`config.mk`:
```
export PLATFORM = sky130hd
export DESIGN_NAME = seg7_to_hex_capture_flat
export DESIGN_NICKNAME = d
export VERILOG_FILES = /design/src/rtl/seg7_to_hex_capture_if.sv /design/src/rtl/seg7_to_hex_capture.sv /design/src/flat_wrapper.sv
export SDC_FILE = /design/constraint.sdc
export NUM_CORES = 1
export LEC_CHECK = 0
export ABC_AREA = 1
export CORE_ASPECT_RATIO = 0.5
export CORE_MARGIN = 2
export CORE_UTILIZATION = 53
export DETAILED_ROUTE_END_ITERATION = 6
export PLACE_DENSITY = 0.79
export SETUP_SLACK_MARGIN = 0.1
export SKIP_LAST_GASP = 1
export SLEW_MARGIN = 20
export SYNTH_ARGS = -nofsm -noshare
export SYNTH_HDL_FRONTEND = slang
export SYNTH_SLANG_ARGS = --single-unit
```
`constraint.sdc`:
```
create_clock -name clk -period 2.2 [get_ports clk]
set_input_delay 0.44 -clock clk [delete_from_list [all_inputs] [get_ports clk]]
set_output_delay 0.44 -clock clk [all_outputs]
set_load 0.01 [all_outputs]
```
`src/rtl/seg7_to_hex_capture_if.sv`:
```
// Scan-bus sample inputs and decoded capture outputs of seg7_to_hex_capture.
// The bench or scan driver holds the master side; the capture block holds the slave side.
interface seg7_to_hex_capture_if #(
    parameter int DIGITS = 4,
    parameter int IW     = (DIGITS > 1) ? $clog2(DIGITS) : 1
);
    logic [6:0]          seg_n;
    logic [IW-1:0]       dig_idx;
    logic                seg_valid;
    logic                clear;
    logic [4*DIGITS-1:0] value;
    logic [DIGITS-1:0]   digit_err;
    logic                commit;
    logic                frame_done;

    modport master (
        output seg_n, dig_idx, seg_valid, clear,
        input  value, digit_err, commit, frame_done
    );

    modport slave (
        input  seg_n, dig_idx, seg_valid, clear,
        output value, digit_err, commit, frame_done
    );
endinterface

```
`src/rtl/seg7_to_hex_capture.sv`:
```
// Filters scanned active-low 7-segment samples and commits the decoded hex
// nibble per digit once a run of STABLE_CNT identical samples is seen.
module seg7_to_hex_capture #(
    parameter int DIGITS     = 4,
    parameter int STABLE_CNT = 3
) (
    input  logic                  clk,
    input  logic                  reset,
    seg7_to_hex_capture_if.slave  bus
);
    localparam int         IW     = (DIGITS > 1) ? $clog2(DIGITS) : 1;
    localparam logic [IW:0] DIG_LIM = (IW + 1)'(DIGITS);
    localparam logic [7:0] SC     = 8'(STABLE_CNT);
    localparam logic [7:0] SC_M1  = 8'(STABLE_CNT - 1);

    logic [IW-1:0]       r_cand_idx;
    logic [6:0]          r_cand_pat;
    logic [7:0]          r_cnt;
    logic [DIGITS-1:0]   r_seen;
    logic [4*DIGITS-1:0] r_value;
    logic [DIGITS-1:0]   r_err;
    logic                r_commit;
    logic                r_frame;

    logic [6:0]          w_p;
    logic [3:0]          w_nib;
    logic                w_ok;
    logic                w_accept;
    logic                w_match;
    logic                w_fire;
    logic [7:0]          w_cnt_next;
    logic [DIGITS-1:0]   w_onehot;
    logic [DIGITS-1:0]   w_seen_next;

    assign w_p = ~bus.seg_n;

    always_comb begin
        w_ok  = 1'b1;
        w_nib = 4'h0;
        case (w_p)
            7'h3F: w_nib = 4'h0;
            7'h06: w_nib = 4'h1;
            7'h5B: w_nib = 4'h2;
            7'h4F: w_nib = 4'h3;
            7'h66: w_nib = 4'h4;
            7'h6D: w_nib = 4'h5;
            7'h7D: w_nib = 4'h6;
            7'h07: w_nib = 4'h7;
            7'h7F: w_nib = 4'h8;
            7'h67: w_nib = 4'h9;
            7'h77: w_nib = 4'hA;
            7'h7C: w_nib = 4'hB;
            7'h58: w_nib = 4'hC;
            7'h5E: w_nib = 4'hD;
            7'h79: w_nib = 4'hE;
            7'h71: w_nib = 4'hF;
            default: w_ok = 1'b0;
        endcase
    end

    assign w_accept   = bus.seg_valid && ({1'b0, bus.dig_idx} < DIG_LIM);
    assign w_match    = (bus.dig_idx == r_cand_idx) && (bus.seg_n == r_cand_pat) && (r_cnt != 8'd0);
    assign w_cnt_next = !w_match ? 8'd1 : (r_cnt >= SC) ? SC : 8'(r_cnt + 8'd1);
    // Fire only on the transition into saturation, so a held run commits once.
    assign w_fire     = w_accept && (w_match ? (r_cnt == SC_M1) : (SC == 8'd1));

    always_comb begin
        for (int k = 0; k < DIGITS; k++)
            w_onehot[k] = (bus.dig_idx == IW'(k));
    end
    assign w_seen_next = r_seen | w_onehot;

    always_ff @(posedge clk) begin
        if (reset || bus.clear) begin
            r_cand_idx <= '0;
            r_cand_pat <= '0;
            r_cnt      <= '0;
            r_seen     <= '0;
            r_value    <= '0;
            r_err      <= '0;
            r_commit   <= 1'b0;
            r_frame    <= 1'b0;
        end else begin
            r_commit <= 1'b0;
            r_frame  <= 1'b0;
            if (w_accept) begin
                r_cand_idx <= bus.dig_idx;
                r_cand_pat <= bus.seg_n;
                r_cnt      <= w_cnt_next;
            end
            if (w_fire) begin
                r_commit <= 1'b1;
                for (int k = 0; k < DIGITS; k++) begin
                    if (w_onehot[k]) begin
                        if (w_ok) r_value[4*k +: 4] <= w_nib;
                        r_err[k] <= ~w_ok;
                    end
                end
                if (&w_seen_next) begin
                    r_frame <= 1'b1;
                    r_seen  <= '0;
                end else begin
                    r_seen  <= w_seen_next;
                end
            end
        end
    end

    assign bus.value      = r_value;
    assign bus.digit_err  = r_err;
    assign bus.commit     = r_commit;
    assign bus.frame_done = r_frame;
endmodule

```
`src/flat_wrapper.sv`:
```
// flat-port wrapper written by rule: the top's interface ports become plain ports
module seg7_to_hex_capture_flat 
#(
    parameter int DIGITS     = 4,
    parameter int STABLE_CNT = 3
)
  (clk, reset, bus_seg_n, bus_dig_idx, bus_seg_valid, bus_clear, bus_value, bus_digit_err, bus_commit, bus_frame_done);
  seg7_to_hex_capture_if #(.DIGITS(DIGITS)) bus_i ();
  input  logic clk;
  input  logic reset;
  input wire logic [$bits(bus_i.seg_n)-1:0] bus_seg_n;
  input wire logic [$bits(bus_i.dig_idx)-1:0] bus_dig_idx;
  input wire logic [$bits(bus_i.seg_valid)-1:0] bus_seg_valid;
  input wire logic [$bits(bus_i.clear)-1:0] bus_clear;
  output wire logic [$bits(bus_i.value)-1:0] bus_value;
  output wire logic [$bits(bus_i.digit_err)-1:0] bus_digit_err;
  output wire logic [$bits(bus_i.commit)-1:0] bus_commit;
  output wire logic [$bits(bus_i.frame_done)-1:0] bus_frame_done;
  assign bus_i.seg_n = bus_seg_n;
  assign bus_i.dig_idx = bus_dig_idx;
  assign bus_i.seg_valid = bus_seg_valid;
  assign bus_i.clear = bus_clear;
  assign bus_value = bus_i.value;
  assign bus_digit_err = bus_i.digit_err;
  assign bus_commit = bus_i.commit;
  assign bus_frame_done = bus_i.frame_done;
  seg7_to_hex_capture #(.DIGITS(DIGITS), .STABLE_CNT(STABLE_CNT)) u_core (.clk(clk), .reset(reset), .bus(bus_i));
endmodule
```
==> results.cfg <==
[global_route]
wire_length_of_the_first_global_routing_pass_um = 9410
number_of_global_route_vias_before_repair = 2146
grt_max_degree = 25
globalRouteTotalUtil_pct = 23.9
globalRouteOverflowTotal = 0
grt_antenna_before_repair = 0

[floorplan]
num_io_pins = 35
floorplan.die.width_um = 96.8
core.rowCount = 16
die_area_um2 = 4880
die_height_um = 50.4
design.core.area_um2 = 4020
start_util_pct = 56.7

[sta]
finalHoldViolations = 0
rsz0062_at_grt = no
worst_slew_pin_slew_ns = 0.355
period_minus_slack_ns = 1.97
timing.setup.tns_ns = 0
maxSlewViolCount = 0
period_share_pct = 89.3
clock-skew-final_ns = 0.00497
setup-violations-final = 0
max_slew_margin_pct = 76.3
fmax_mhz = 509

[logic_synthesis]
synth-edff-count = 0
cell_area_after_synthesis_um2 = 2280
ys_async_sr_fraction_pct = 0
multiplexer_share_of_the_synthesized_area_pct = 0
synth-compound-area-share_pct = 6.36
synth.top_cells.by_count = sky130_fd_sc_hd__nand2_1 (76), sky130_fd_sc_hd__nor2_1 (73), sky130_fd_sc_hd__dfxtp_1 (43)
synthesis.area_per_instance_um2 = 6.67
synth_most_common_cell = sky130_fd_sc_hd__nand2_1
ys_ff_latch = 43
synthTopCellsByArea = sky130_fd_sc_hd__dfxtp_1 (38%), sky130_fd_sc_hd__nand2_1 (13%), sky130_fd_sc_hd__nor2_1 (12%)
synth_cell_type_count = 29
post-synth-top-area-fraction_pct = 37.7
yosys.area_share.xor_xnor_pct = 0.384
netlist.top_cell.by_area = sky130_fd_sc_hd__dfxtp_1
syn-instance-count = 342
ys_warn_count = 0
synth_ff_type = sky130_fd_sc_hd__dfxtp_1
simple_gate_portion_of_the_synthesized_area_pct = 45.7
postSynthNetCount = 358
synth_top_family_by_area = simple AND/OR/NAND/NOR gates
seq_area_frac_synth_pct = 37.7
yosys.area_share.adder_pct = 1.64

[hold_path]
hold_path_class = reg -> reg

[clocking]
tritoncts = yes
ctsLongestPathBuffers = 2
clock_latency_ns = 0.29
cts_num_sinks = 43
cts.hold.buffers_added = 0
htree_levels = 2
cts-root-buf = sky130_fd_sc_hd__clkbuf_8
cts.reportedPaths.clkPinSlew_ns = 0.08
numCtsBuffers = 5

[routing]
drt-vias-per-instance = 5.07
route.vias.total = 2334
drt_first_iter_violations = 147
first_pass_iters = 6
totalWireLength_um = 5510
detail_route.drc_violations = 0
wl_per_cell_um = 12.0
ant_nets = 0

[setup_path]
cp-end-kind = flop
ws_path_type = in -> reg
critical_path.max_fanout = 6
cp.required_ns = 2.39
arrival_ns = 2.16
worst_setup_path_start_kind = input port

[layout]
utilization_pct = 75.0
syn2layout_area_growth_pct = 32.2
num-fill-cells = 325
multiInputGateArea_um2 = 1270
num_antenna_cells = 0
finalNetCount = 422
layout-drive-gt1-share_pct = 19.0
seq_area_um2 = 861

[outcome]
status = complete, no violations

[placement]
place_hpwl_um = 4320
buffer_ports.inserted = 34
place_congestion = 0.858

[run]
maxCapViolCount = 0

[pwr]
leakage_power_nw = 1.29
vdd_drop_max_uv = 275
power_density_nw_per_um2 = 522
==> placed cells by master, fill, tap and decap left out, drive strengths merged <==
master,netlist,routed
o311ai,1,1
nor2,99,99
clkbuf,1,6
nand3,31,31
a21oi,6,6
o21ai,8,8
nand2,81,81
dlymetal6s2s,0,4
ha,3,3
inv,36,36
nand4,9,9
and2,1,1
buf,6,30
clkinv,2,2
bufinv,0,1
clkdlybuf4s50,0,30
dfxtp,43,43
o22ai,10,10
xnor2,1,1
and3,1,1
nor3,3,3
==> power breakdown <==
group / switching (mW) / internal (mW) / total (mW)
sequential: 0.00345 / 0.784 / 0.787
clock: 0.258 / 0.333 / 0.591
combinational: 0.119 / 0.0773 / 0.196
total: 0.380 / 1.19 / 1.57
==> per-layer routing <==
metal / wire [um] / GRT usage (%)
met2: 2430 / 39.7
met3: 355 / 5.99
met1: 2650 / 31.5
met5: 0 / 0
met4: 72 / 6.81
==> final cells by class <==
| class | instances | area share [%] |
|---|---|---|
| multi-input combinational | 254 | 42.0 |
| sequential | 43 | 28.5 |
| timing repair buffer | 64 | 19.1 |
| inverter | 38 | 4.73 |
| clock buffer | 6 | 2.40 |
| tap | 54 | 2.24 |
| clock inverter | 1 | 0.995 |
==> critical path: stages <==
cell,delay (ns)
sky130_fd_sc_hd__clkdlybuf4s50_1,0.56
sky130_fd_sc_hd__inv_2,0.09
sky130_fd_sc_hd__nand2_1,0.06
sky130_fd_sc_hd__nand2_1,0.05
sky130_fd_sc_hd__nor2_1,0.15
sky130_fd_sc_hd__nand2_2,0.11
sky130_fd_sc_hd__nor2_8,0.14
sky130_fd_sc_hd__nand3_4,0.15
sky130_fd_sc_hd__nor2_4,0.15
sky130_fd_sc_hd__nand2_1,0.09
sky130_fd_sc_hd__and3_1,0.15
==> state kept, by name, summed over array words and instances, names as in the netlist <==
signal,count
u_core.bus.commit,1
u_core.bus.digit_err,4
u_core.bus.frame_done,1
u_core.bus.value,16
u_core.r_cand_idx,2
u_core.r_cand_pat,7
u_core.r_cnt,8
u_core.r_seen,4
==> through the flow <==
stage / cells / total power [mW] / hold slack (ns) / area, um2 / setup slack, ns
floorplan: 342 / 0.916 / 0.425 / 2280 / 0.497
global placement: 453 / 0.989 / 0.429 / 2870 / -0.0719
detailed placement: 453 / 0.995 / 0.431 / 2870 / -0.115
CTS: 460 / 1.58 / 0.444 / 2970 / 0.188
global route: 460 / 1.64 / 0.471 / 3020 / 0.119
finish: 460 / 1.57 / 0.448 / 3020 / 0.234
==> worst paths after layout <==
path	slack, ns	endpoint	depth (start not counted)	from
worst max-delay path	0.23	u_core.bus.digit_err[1]	11	bus_seg_n[3]
worst min-delay path	0.45	u_core.r_cnt[6]	2	u_core.r_cnt[6]
worst max register to register	0.55	u_core.bus.digit_err[1]	10	u_core.r_cnt[0]
worst min register to register	0.45	u_core.r_cnt[6]	2	u_core.r_cnt[6]
==> cells by family after synthesis <==
| logic type | Yosys count |
|---|---|
| buffers and inverters | 45 |
| DFF | 43 |
| xor gates and xnor gates | 1 |
| AOI/OAI and AO/OA | 25 |
| adders and majority gates | 3 |
| and+or+nand+nor | 225 |
==> what timing repair did <==
item	CTS	global route
resized for setup	0	13
setup buffers	0	0
setup endpoints to repair	0	24
No activity file was read; power rests on OpenSTA's default activity.
